===== config.mk =====
export PLATFORM = sky130hd
export DESIGN_NAME = mux_rr_arbiter_flat
export DESIGN_NICKNAME = d
export VERILOG_FILES = /design/src/rtl/mux_rr_arbiter_if.sv /design/src/rtl/mux_rr_arbiter.sv /design/src/flat_wrapper.sv
export SDC_FILE = /design/constraint.sdc
export NUM_CORES = 1
export LEC_CHECK = 0
export CAP_MARGIN = 20
export CORE_UTILIZATION = 47
export CTS_CLUSTER_SIZE = 25
export DETAILED_ROUTE_END_ITERATION = 10
export HOLD_SLACK_MARGIN = 0.05
export PLACE_DENSITY = 0.71
export RECOVER_POWER = 25
export SYNTH_ARGS = -nofsm -noshare
export SYNTH_HDL_FRONTEND = slang
export SYNTH_SLANG_ARGS = --single-unit

===== constraint.sdc =====
create_clock -name clk -period 1.9 [get_ports clk]
set_input_delay 0.38 -clock clk [delete_from_list [all_inputs] [get_ports clk]]
set_output_delay 0.38 -clock clk [all_outputs]
set_load 0.02 [all_outputs]

===== src/rtl/mux_rr_arbiter_if.sv =====
// Handshake bundle between the requesters and the 3-input mux arbiter.
// master drives requests and done; slave (the arbiter) drives grant, sel and busy.
interface mux_rr_arbiter_if;
  logic [2:0] req;
  logic       done;
  logic [2:0] grant;
  logic [2:0] sel;
  logic       busy;

  modport master (
    output req,
    output done,
    input  grant,
    input  sel,
    input  busy
  );

  modport slave (
    input  req,
    input  done,
    output grant,
    output sel,
    output busy
  );
endinterface


===== src/rtl/mux_rr_arbiter.sv =====
// Round-robin owner arbiter for a shared 3-input mux, with a hold limit and a GAP cycle between owners.
// Grant appears one edge after a request; no backpressure, all outputs registered.
module mux_rr_arbiter #(
  parameter int unsigned MAX_HOLD = 8
) (
  input  logic            clk,
  input  logic            rst_n,
  mux_rr_arbiter_if.slave bus
);

  typedef enum logic [1:0] {
    ST_IDLE  = 2'd0,
    ST_GRANT = 2'd1,
    ST_GAP   = 2'd2
  } state_t;

  localparam logic [7:0] HOLD_LIM = 8'(MAX_HOLD);
  localparam logic [2:0] SEL_NONE = 3'b100;

  state_t     r_state, w_state_nxt;
  logic [2:0] r_grant, w_grant_nxt;
  logic [2:0] r_sel,   w_sel_nxt;
  logic       r_busy,  w_busy_nxt;
  logic [7:0] r_cnt,   w_cnt_nxt;
  logic [1:0] r_last,  w_last_nxt;

  logic [1:0] w_start;
  logic [1:0] w_win;
  logic       w_found;
  logic [2:0] w_pos;
  logic       w_exit;

  // Scan upward from the slot after the last owner, wrapping 2 -> 0.
  always_comb begin
    w_start = (r_last == 2'd2) ? 2'd0 : r_last + 2'd1;
    w_win   = 2'd0;
    w_found = 1'b0;
    w_pos   = 3'd0;
    for (int k = 0; k < 3; k++) begin
      w_pos = {1'b0, w_start} + 3'(k);
      if (w_pos >= 3'd3) begin
        w_pos = w_pos - 3'd3;
      end
      if (!w_found && bus.req[w_pos[1:0]]) begin
        w_found = 1'b1;
        w_win   = w_pos[1:0];
      end
    end
  end

  // r_last always holds the current owner while in GRANT.
  assign w_exit = bus.done || !bus.req[r_last] || (r_cnt == HOLD_LIM);

  always_comb begin
    w_state_nxt = r_state;
    w_grant_nxt = 3'b000;
    w_sel_nxt   = SEL_NONE;
    w_busy_nxt  = 1'b0;
    w_cnt_nxt   = r_cnt;
    w_last_nxt  = r_last;
    case (r_state)
      ST_IDLE: begin
        if (w_found) begin
          w_state_nxt = ST_GRANT;
          w_grant_nxt = 3'b001 << w_win;
          w_sel_nxt   = {1'b0, w_win};
          w_busy_nxt  = 1'b1;
          w_cnt_nxt   = 8'd1;
          w_last_nxt  = w_win;
        end
      end
      ST_GRANT: begin
        if (w_exit) begin
          w_state_nxt = ST_GAP;
        end else begin
          w_grant_nxt = r_grant;
          w_sel_nxt   = r_sel;
          w_busy_nxt  = 1'b1;
          if (r_cnt != 8'hFF) begin
            w_cnt_nxt = r_cnt + 8'd1;
          end
        end
      end
      ST_GAP: begin
        w_state_nxt = ST_IDLE;
      end
      default: begin
        w_state_nxt = ST_IDLE;
      end
    endcase
  end

  always_ff @(posedge clk or negedge rst_n) begin
    if (!rst_n) begin
      r_state <= ST_IDLE;
      r_grant <= 3'b000;
      r_sel   <= SEL_NONE;
      r_busy  <= 1'b0;
      r_cnt   <= 8'd0;
      r_last  <= 2'd2;
    end else begin
      r_state <= w_state_nxt;
      r_grant <= w_grant_nxt;
      r_sel   <= w_sel_nxt;
      r_busy  <= w_busy_nxt;
      r_cnt   <= w_cnt_nxt;
      r_last  <= w_last_nxt;
    end
  end

  assign bus.grant = r_grant;
  assign bus.sel   = r_sel;
  assign bus.busy  = r_busy;

endmodule


===== src/flat_wrapper.sv =====
// flat-port wrapper written by rule: the top's interface ports become plain ports
module mux_rr_arbiter_flat 
#(
  parameter int unsigned MAX_HOLD = 8
)
  (clk, rst_n, bus_req, bus_done, bus_grant, bus_sel, bus_busy);
  mux_rr_arbiter_if bus_i ();
  input  logic clk;
  input  logic rst_n;
  input wire logic [$bits(bus_i.req)-1:0] bus_req;
  input wire logic [$bits(bus_i.done)-1:0] bus_done;
  output wire logic [$bits(bus_i.grant)-1:0] bus_grant;
  output wire logic [$bits(bus_i.sel)-1:0] bus_sel;
  output wire logic [$bits(bus_i.busy)-1:0] bus_busy;
  assign bus_i.req = bus_req;
  assign bus_i.done = bus_done;
  assign bus_grant = bus_i.grant;
  assign bus_sel = bus_i.sel;
  assign bus_busy = bus_i.busy;
  mux_rr_arbiter #(.MAX_HOLD(MAX_HOLD)) u_core (.clk(clk), .rst_n(rst_n), .bus(bus_i));
endmodule

=== After elaboration in Yosys (flattened, before gate mapping) ===
Index checks and enable logic that the tools add are counted.

* Register bits after elaboration: 19
* Input bits: 6
* Word-level logic and storage cells: 75

* $lt $le $gt $ge: 7
* Shifts and indexed selects: 1
* Reduce and logical (&&, ||, !) cells: 12
* Eq/ne operators: 8
* $add $sub $neg: 7
* Mux-type cells: 34

{| class="wikitable"
|+ Operators with widths
! kind !! number
|-
| $mux 8 || 3
|-
| $mux 2 || 9
|-
| $pmux 8 s2 || 1
|-
| $lt 2x3->1 const B || 4
|-
| $mux 3 || 4
|-
| $pmux 3 s2 || 2
|-
| $mux 1 || 9
|-
| $add 8x1->8 const B || 1
|-
| $bmux 1 s2 || 4
|-
| $eq 8x4->1 const B || 1
|-
| $ne 8x8->1 const B || 1
|-
| $ge 3x2->1 const B || 2
|-
| $ne 2x1->1 const B || 3
|-
| $sub 2x2->2 const B || 3
|-
| $pmux 2 s2 || 1
|-
| $reduce_and 2->1 || 2
|-
| $reduce_and 4->1 || 1
|-
| $add 2x1->3 const B || 1
|-
| $add 2x2->3 const B || 1
|-
| $logic_not 1->1 || 3
|-
| $shl 1x2->3 const A || 1
|-
| $add 2x1->2 const B || 1
|-
| $eq 2x1->1 const B || 1
|-
| $eq 2x2->1 const B || 1
|-
| other kinds (7) || 9
|}

=== Depth between registers and ports, before layout ===
Gate-level depths: netlist (run 1).

* Depth in word-level cells: 16
* Mapped depth: 8
* Mapped depth without buffers: 7

=== Least setup slack after synthesis (run 1) ===
OpenSTA, ideal clock, no wires.

* Path type: register to register
* Start point: register u_core.r_cnt[0]
* End point: register u_core.r_cnt[2]
* Setup slack: 0.052 ns
* Required time: 1.822 ns
* Arrival time: 1.770 ns
* Cell stages (with the launch flop): 9
* Buffers on the path: 1
* Path through: dfrtp_1 > inv_1 > ha_1 > nor4b_1 > a221oi_2 > a21oi_2 > buf_2 > or3_1 > a21oi_1

* Word-level cells in the longest chain between the ends: 4
* Elaborated cells on any way between the ends: 10

{| class="wikitable"
|+ RTL lines
! item !! RTL line !! source
|-
| from (decl) || mux_rr_arbiter.sv:24 || <nowiki>logic [7:0] r_cnt, w_cnt_nxt;</nowiki>
|-
| from (signal assigned) || mux_rr_arbiter.sv:106 || <nowiki>r_cnt <= w_cnt_nxt;</nowiki>
|-
| $add 8x1->8 / $eq 8x4->1 (equally long branches) || mux_rr_arbiter.sv:80, mux_rr_arbiter.sv:52 ||
|-
| $mux 8 / $logic_or 1x1->1 (equally long branches) || mux_rr_arbiter.sv:79, mux_rr_arbiter.sv:52 ||
|-
| $mux 8 / $ne 2x2->1 (equally long branches) || -- ||
|-
| $pmux 8 s2 / $reduce_and 4->1 (equally long branches) || -- ||
|}

Several ways; a longest one is shown, not always the timed one. The select of a mux whose other input is x is not followed.
A chain may end at the register's enable or synchronous reset.

=== Final worst setup path (run 1) ===
* Start point: register u_core.r_cnt[1]
* End point: register u_core.r_cnt[2]

Same word-level chain as after synthesis.

==> results of run 1 <==
==> worst max-delay path, stage by stage, from the launching register on <==
cell and delay, ns:
sky130_fd_sc_hd__dfrtp_1 0.41, sky130_fd_sc_hd__buf_6 0.13, sky130_fd_sc_hd__ha_4 0.15, sky130_fd_sc_hd__and4_4 0.15, sky130_fd_sc_hd__a211oi_4 0.28, sky130_fd_sc_hd__buf_6 0.16
sky130_fd_sc_hd__nand2_1 0.07, sky130_fd_sc_hd__or3_1 0.39, sky130_fd_sc_hd__a21oi_2 0.15
==> power by group through the flow <==
stage / clock [mW] / sequential, mW / combinational (mW)
2_1_floorplan: 0 / 0.715 / 0.323
3_3_place_gp: 0 / 0.651 / 0.681
3_5_place_dp: 0 / 0.657 / 0.695
4_1_cts: 0.218 / 0.657 / 0.831
5_1_grt: 0.227 / 0.688 / 0.997
6_report: 0.217 / 0.667 / 0.928
==> registers in the layout (all words and copies together), names as in the netlist <==
name / flops
u_core.bus.grant: 3
u_core.r_last: 2
u_core.bus.busy: 1
u_core.bus.sel: 3
u_core.r_cnt: 8
u_core.r_state: 2
==> kinds of logic (layout without fill, tap and decap cells) <==
logic type,Yosys count,after routing,share of synthesized area
adders and majority gates,2,2,0.02600
DFF,19,19,0.4968
AOI/OAI and AO/OA,26,27,0.1756
muxes,2,2,0.02081
buffers and inverters,8,41,0.03251
and+or+nand+nor,41,41,0.2484
==> repair_timing <==
item                                    4_1_cts  5_1_grt
cloned                                        1        0
buffers inserted                              5        3
gates resized for setup                      10       19
endpoints found under the setup margin        8       14
pin swaps                                    16        9
==> per-layer routing <==
metal | vias to the layer above | share of wire
li1 | 427 | -
met1 | 463 | 0.44
met2 | 34 | 0.48
met3 | 5 | 0.058
met4 | 0 | 0.019
met5 | - | 0
==> metrics by stage <==
stage | TNS [ns] | area, um2 | power, mW | std cells | hold WS, ns
global placement | -0.9036 | 1194 | 1.332 | 147 | 0.4946
CTS | 0 | 1314 | 1.707 | 156 | 0.4062
global route | -0.5025 | 1389 | 1.912 | 159 | 0.5358
finish | -0.08905 | 1389 | 1.811 | 159 | 0.5095
detailed placement | -1.144 | 1194 | 1.352 | 147 | 0.4970
floorplan | 0 | 962.2 | 1.037 | 98 | 0.08441
==> final cells by class <==
| cell class | instances | area, um2 |
|---|---|---|
| multi-input combinational | 72 | 561.8 |
| fill | 151 | 553.0 |
| sequential | 19 | 478.0 |
| timing repair buffer | 30 | 262.8 |
| tap | 27 | 33.78 |
| clock buffer | 4 | 26.28 |
| inverter | 7 | 26.28 |
==> path summary, 6_finish.rpt <==
kind	startpoint	cells after the start	slack, ns	to
min in group asynchronous	rst_n	2	0.74	u_core.r_cnt[5]$_DFFE_PN0P_
max in group asynchronous	rst_n	2	0.53	u_core.bus.grant[2]$_DFFE_PN0P_
min reg2reg	u_core.bus.sel[2]$_DFFE_PN1P_	2	0.51	u_core.bus.sel[2]$_DFFE_PN1P_
max reg2reg	u_core.r_cnt[1]$_DFFE_PN0P_	8	-0.04	u_core.r_cnt[2]$_DFFE_PN0P_
min	u_core.bus.sel[2]$_DFFE_PN1P_	2	0.51	u_core.bus.sel[2]$_DFFE_PN1P_
max	u_core.r_cnt[1]$_DFFE_PN0P_	8	-0.04	u_core.r_cnt[2]$_DFFE_PN0P_
==> cells in the final DEF, fill, tap and decap left out, types with 3 or more instances in the layout <==
cell and count:
sky130_fd_sc_hd__nand2b_1 3, sky130_fd_sc_hd__nand3_1 3, sky130_fd_sc_hd__dfrtp_1 17, sky130_fd_sc_hd__o21ai_1 7, sky130_fd_sc_hd__inv_1 7, sky130_fd_sc_hd__nor2b_1 3, sky130_fd_sc_hd__buf_6 3, sky130_fd_sc_hd__nand4_1 3
sky130_fd_sc_hd__nand2_1 8, sky130_fd_sc_hd__clkdlybuf4s50_1 11, sky130_fd_sc_hd__a21oi_2 5, sky130_fd_sc_hd__clkbuf_4 3, sky130_fd_sc_hd__or3_1 6, sky130_fd_sc_hd__o21ai_0 5, sky130_fd_sc_hd__buf_4 14
==> parameters.txt, run 1 <==
Parameter                              Value

Outcome
  Result of the run    finished with violations
  Violated checks    setup timing

Synth
  Flip-flop and latch count after synthesis    19
  Most used flip-flop cell after synthesis    sky130_fd_sc_hd__dfrtp_1
  Fraction of registers with async set/reset    1.000
  Share of synthesized area occupied by flip-flops and latches    0.4967
  Post-Synthesis Mean Instance Area    9.818 um2
  Leading cell type by number of instances after synthesis    sky130_fd_sc_hd__dfrtp_1
  Gate count of the mapped netlist    98
  Yosys top cell area share    0.4421
  Top cells by instance count after synthesis    sky130_fd_sc_hd__dfrtp_1, sky130_fd_sc_hd__o21ai_0, sky130_fd_sc_hd__nand2_1
  Leading area contributor after synthesis    sky130_fd_sc_hd__dfrtp_1
  Number of enable-type register cells in the synthesized netlist    0
  Distinct cell type count after synthesis    30
  Number of warnings reported in the yosys synthesis log    0
  Leading cell types by total area after synthesis    sky130_fd_sc_hd__dfrtp_1, sky130_fd_sc_hd__o21ai_0, sky130_fd_sc_hd__dfstp_2, sky130_fd_sc_hd__or3_1, sky130_fd_sc_hd__a21oi_1
  Synthesized net count    106
  Post-synth design cell area    962.2 um2

Place
  Routability congestion estimate    0.7885
  Post-DP HPWL    1443 um
  Post-Place Worst Slack    -0.1861 ns
  Total of buffers placed on input and output ports    12

Routing
  Total via count after detailed routing    929
  Average vias per placed instance    5.843
  DRT Pass-1 Iters    4
  Routed length per placed instance    15.75 um
  Residual DRC    0
  DRT antenna net count    0
  Final wirelength    2505 um
  Drt initial violations    17

Clocking
  Library cell used as clock root buffer    sky130_fd_sc_hd__clkbuf_4
  Number of buffers created by CTS    3
  Insertion delay of the later-clocked pin in the worst-skew pair    0.31 ns
  Deepest level of the CTS H-tree    1
  CTS tree    built
  Deepest clock path buffer count    2
  Cts-stage hold buffer count    0
  Post-CTS clock slew at the launch and capture registers of the worst setup and hold paths    0.11 ns
  Clk sinks    19

Timing
  Final count of negative-setup-slack endpoints    4
  Worst slew margin relative to its limit    0.3171
  Portion of the clock cycle consumed by the worst path in the final layout    1.021
  Maximum operating frequency    515.5 MHz
  Max-slew violations    0
  Final hold vios    0
  Final clock skew    0.005173 ns
  Worst path setup slack after routing    -0.03983 ns
  Actual slew at the worst max-slew pin    1.024 ns
  RSZ-0062 raised after global routing    yes
  Time the final worst path needs with I/O delays and setup    1.940 ns

Power
  Proportion of power drawn by the clock network    0.120
  Logic pwr share    0.512
  Net switching component of the power    0.7505 mW
  Relative contribution of sequential cells to total power    0.368
  Leakage Power    0.5740 nW
  Switching share of power    0.4143
  Maximum resistive drop on vdd    0.8409 mV
  Total power divided by cell area    1304 nW/um2
  Total internal power    1.061 mW

Floorplanning
  I/O Pins    13
  Initial Util    0.4955
  Die outline width    47.25 um
  Total Die Area    2232 um2
  Height of the chip    47.25 um
  Total number of placement rows    16
  Core Area    1942 um2

Final layout
  Number of antenna repair diodes    0
  Layout net count    141
  Ratio of cells with drive above 1 in the final layout    0.3106
  End-of-flow core utilization    0.7152
  Layout overhead on the synthesized area    44.34%

Global route
  Highest-utilization routing layer at the global route stage    met2
  Aggregate global routing overflow    0
  Initial antenna violation count    0
  Pin count of the biggest net entering global routing    20
  Global-route wire length before repair    3601 um
  Number of global-route vias before repair    846
  Gr usage total    0.2391
  Met3 Track Usage GR    0.05000
  GRT met2 Usage    0.3671
  Met1 global-route usage    0.3079

Flow run
  Maximum Capacitance Violations    0

Critical path
  Setup crit start kind    flip-flop
  Data arrival at the endpoint of the critical path    2.19 ns
  Kind of critical path    flip-flop to flip-flop
  Required @ worst endpoint    2.15 ns
  Critical path endpoint category    flip-flop
  Max Fanout on Critical Path    5

Hold path
  HP Class    flip-flop to flip-flop
No activity file was read; power rests on OpenSTA's default activity.
==> run 2: changes to the inputs <==
--- a/config.mk
+++ b/config.mk
@@ -6,11 +6,12 @@
 export NUM_CORES = 1
 export LEC_CHECK = 0
 export CAP_MARGIN = 20
-export CORE_UTILIZATION = 47
+export CORE_UTILIZATION = 35
 export CTS_CLUSTER_SIZE = 25
 export DETAILED_ROUTE_END_ITERATION = 10
+export GPL_TIMING_DRIVEN = 0
 export HOLD_SLACK_MARGIN = 0.05
-export PLACE_DENSITY = 0.71
+export PLACE_DENSITY = 0.55
 export RECOVER_POWER = 25
 export SYNTH_ARGS = -nofsm -noshare
 export SYNTH_HDL_FRONTEND = slang
==> parameters.txt, run 2 (synthesis gave the netlist of run 1 again) <==
Parameter                              Value

Outcome
  Result of the run    finished with violations
  Violated checks    setup timing

Power
  Net switching component of the power    0.6549 mW
  Proportion of power drawn by the clock network    0.125
  Total power divided by cell area    1313 nW/um2
  Total internal power    1.029 mW
  Relative contribution of sequential cells to total power    0.395
  Leakage Power    0.5531 nW
  Maximum resistive drop on vdd    0.7429 mV
  Logic pwr share    0.480
  Switching share of power    0.3889

Global route
  Gr usage total    0.1611
  Pin count of the biggest net entering global routing    20
  Aggregate global routing overflow    0
  Global-route wire length before repair    3270 um
  Initial antenna violation count    0
  Number of global-route vias before repair    730

Final layout
  Layout overhead on the synthesized area    33.29%
  Largest register by flop count    u_core.r_cnt
  Ratio of cells with drive above 1 in the final layout    0.2320
  Number of flip-flops in the largest register    8
  Number of antenna repair diodes    0
  Most frequent cells in the layout    sky130_fd_sc_hd__dfrtp_1, sky130_fd_sc_hd__buf_4, sky130_fd_sc_hd__clkdlybuf4s50_1
  Layout net count    134
  Most common cell after layout, fill and taps aside    sky130_fd_sc_hd__dfrtp_1
  Final Instance Count excl. Fillers    155

Clocking
  Post-CTS clock slew at the launch and capture registers of the worst setup and hold paths    0.11 ns
  Number of buffers created by CTS    3
  Library cell used as clock root buffer    sky130_fd_sc_hd__clkbuf_4
  Deepest clock path buffer count    2
  Clk sinks    19
  Deepest level of the CTS H-tree    1
  Insertion delay of the later-clocked pin in the worst-skew pair    0.30 ns
  Cts-stage hold buffer count    0
  CTS tree    built

Critical path
  Max Fanout on Critical Path    8
  Data arrival at the endpoint of the critical path    2.19 ns
  R2r startpoint    u_core.r_cnt[1]$_DFFE_PN0P_
  Setup crit start kind    flip-flop
  Critical path endpoint category    flip-flop
  Required @ worst endpoint    2.15 ns
  Kind of critical path    flip-flop to flip-flop
  Worst setup startpoint    u_core.r_cnt[1]$_DFFE_PN0P_

Timing
  Final clock skew    0.006033 ns
  Maximum operating frequency    515.3 MHz
  Final hold vios    0
  Final count of negative-setup-slack endpoints    4
  Worst slew margin relative to its limit    0.4001
  Portion of the clock cycle consumed by the worst path in the final layout    1.021
  Max-slew violations    0
  Time the final worst path needs with I/O delays and setup    1.941 ns
  Smallest hold slack    0.4969 ns
  Actual slew at the worst max-slew pin    0.8969 ns
  RSZ-0062 raised after global routing    yes
  Worst path setup slack after routing    -0.04052 ns
  TNS Setup    -0.09407 ns

Place
  Post-DP HPWL    1310 um
  Post-Place Worst Slack    -0.3511 ns
  Total of buffers placed on input and output ports    12
  Post-Place Cells    140
  Routability congestion estimate    0.7413

Flow run
  Maximum Capacitance Violations    0

Routing
  DRT antenna net count    0
  Total via count after detailed routing    816
  Routed length per placed instance    13.40 um
  DRT Pass-1 Iters    4
  Average vias per placed instance    5.265
  Residual DRC    0
  Final wirelength    2077 um
  Drt initial violations    12

Floorplanning
  Total Die Area    2963 um2
  Height of the chip    54.43 um
  Initial Util    0.3781
  Core Area    2545 um2
  I/O Pins    13
  Die outline width    54.43 um
  Total number of placement rows    18

Hold path
  HP Class    input port to flip-flop
  Startpoint of the lowest-slack hold path    bus_req[1]
==> run 2: changes by cell type in the layout (fill, tap and decap cells not counted), moves of 2 or more <==
cell                       change
sky130_fd_sc_hd__clkbuf_1      -2
sky130_fd_sc_hd__o21ai_0       +4
sky130_fd_sc_hd__buf_6         -2
sky130_fd_sc_hd__o21ai_1       -3
sky130_fd_sc_hd__a21oi_1       +3
sky130_fd_sc_hd__a21oi_2       -2
sky130_fd_sc_hd__buf_4         -3
sky130_fd_sc_hd__a21oi_4       -2
==> run 2: area by class of cell <==
class,count,area (um2)
well taps,30,37.54
repair buffers,23,205.2
plain buffers,1,11.26
clock buffers,3,22.52
clock inverters,1,5.005
inverters,7,26.28
multi-input cells,71,496.7
fillers,248,1262
flip-flops and latches,19,478.0
==> run 2: metal layers <==
layer  vias to the layer above  global-route usage  wire length (um)
met3                         5             0.02778                74
met1                       387              0.2222              1054
met5                         -                   0                 0
li1                        411                   -                 -
met4                         0             0.08974                42
met2                        13              0.2358               905
==> run 2: power by group through the flow <==
| stage | Combinational (mW) | Clock, mW | Sequential (mW) |
|---|---|---|---|
| final | 0.808 | 0.211 | 0.666 |
| after global routing | 0.889 | 0.237 | 0.687 |
| after CTS | 0.743 | 0.221 | 0.658 |
| after detailed placement | 0.606 | 0 | 0.670 |
| after global placement | 0.597 | 0 | 0.668 |
| after floorplan | 0.323 | 0 | 0.715 |
==> run 2: path summary, 6_finish.rpt <==
path	slack [ns]	cells after the start	endpoint
setup / recovery	-0.04	6	u_core.r_cnt[3]$_DFFE_PN0P_
hold / removal	0.50	3	u_core.r_last[0]$_DFFE_PN0P_
setup reg to reg	-0.04	6	u_core.r_cnt[3]$_DFFE_PN0P_
hold reg to reg	0.51	2	u_core.bus.sel[2]$_DFFE_PN1P_
max in group asynchronous	0.72	1	u_core.r_state[1]$_DFFE_PN0P_
min in group asynchronous	0.63	1	u_core.r_cnt[4]$_DFFE_PN0P_
==> run 2: stage by stage <==
step | area (um2) | utilization | total power [mW]
after floorplan | 962.2 | - | 1.037
after global placement | 1120 | 0.4400 | 1.264
after detailed placement | 1120 | 0.4400 | 1.276
after CTS | 1234 | 0.4848 | 1.622
after global routing | 1282 | 0.5039 | 1.814
final | 1282 | 0.5039 | 1.684
==> run 2: what timing repair did <==
item / 4_1_cts / 5_1_grt
gates cloned: 0 / 0
pin swaps: 15 / 8
gates resized for setup: 6 / 9
endpoints found under the setup margin: 9 / 10
endpoints found under the hold margin: 0 / 0
setup buffers: 8 / 3
==> run 2: worst max-delay path, stage by stage (launching register included) <==
cell                       delay [ns]
sky130_fd_sc_hd__dfrtp_1         0.44
sky130_fd_sc_hd__ha_2            0.22
sky130_fd_sc_hd__and4_4          0.15
sky130_fd_sc_hd__a211oi_4        0.40
sky130_fd_sc_hd__nand4_1         0.17
sky130_fd_sc_hd__or3_1           0.39
sky130_fd_sc_hd__a21oi_2         0.11
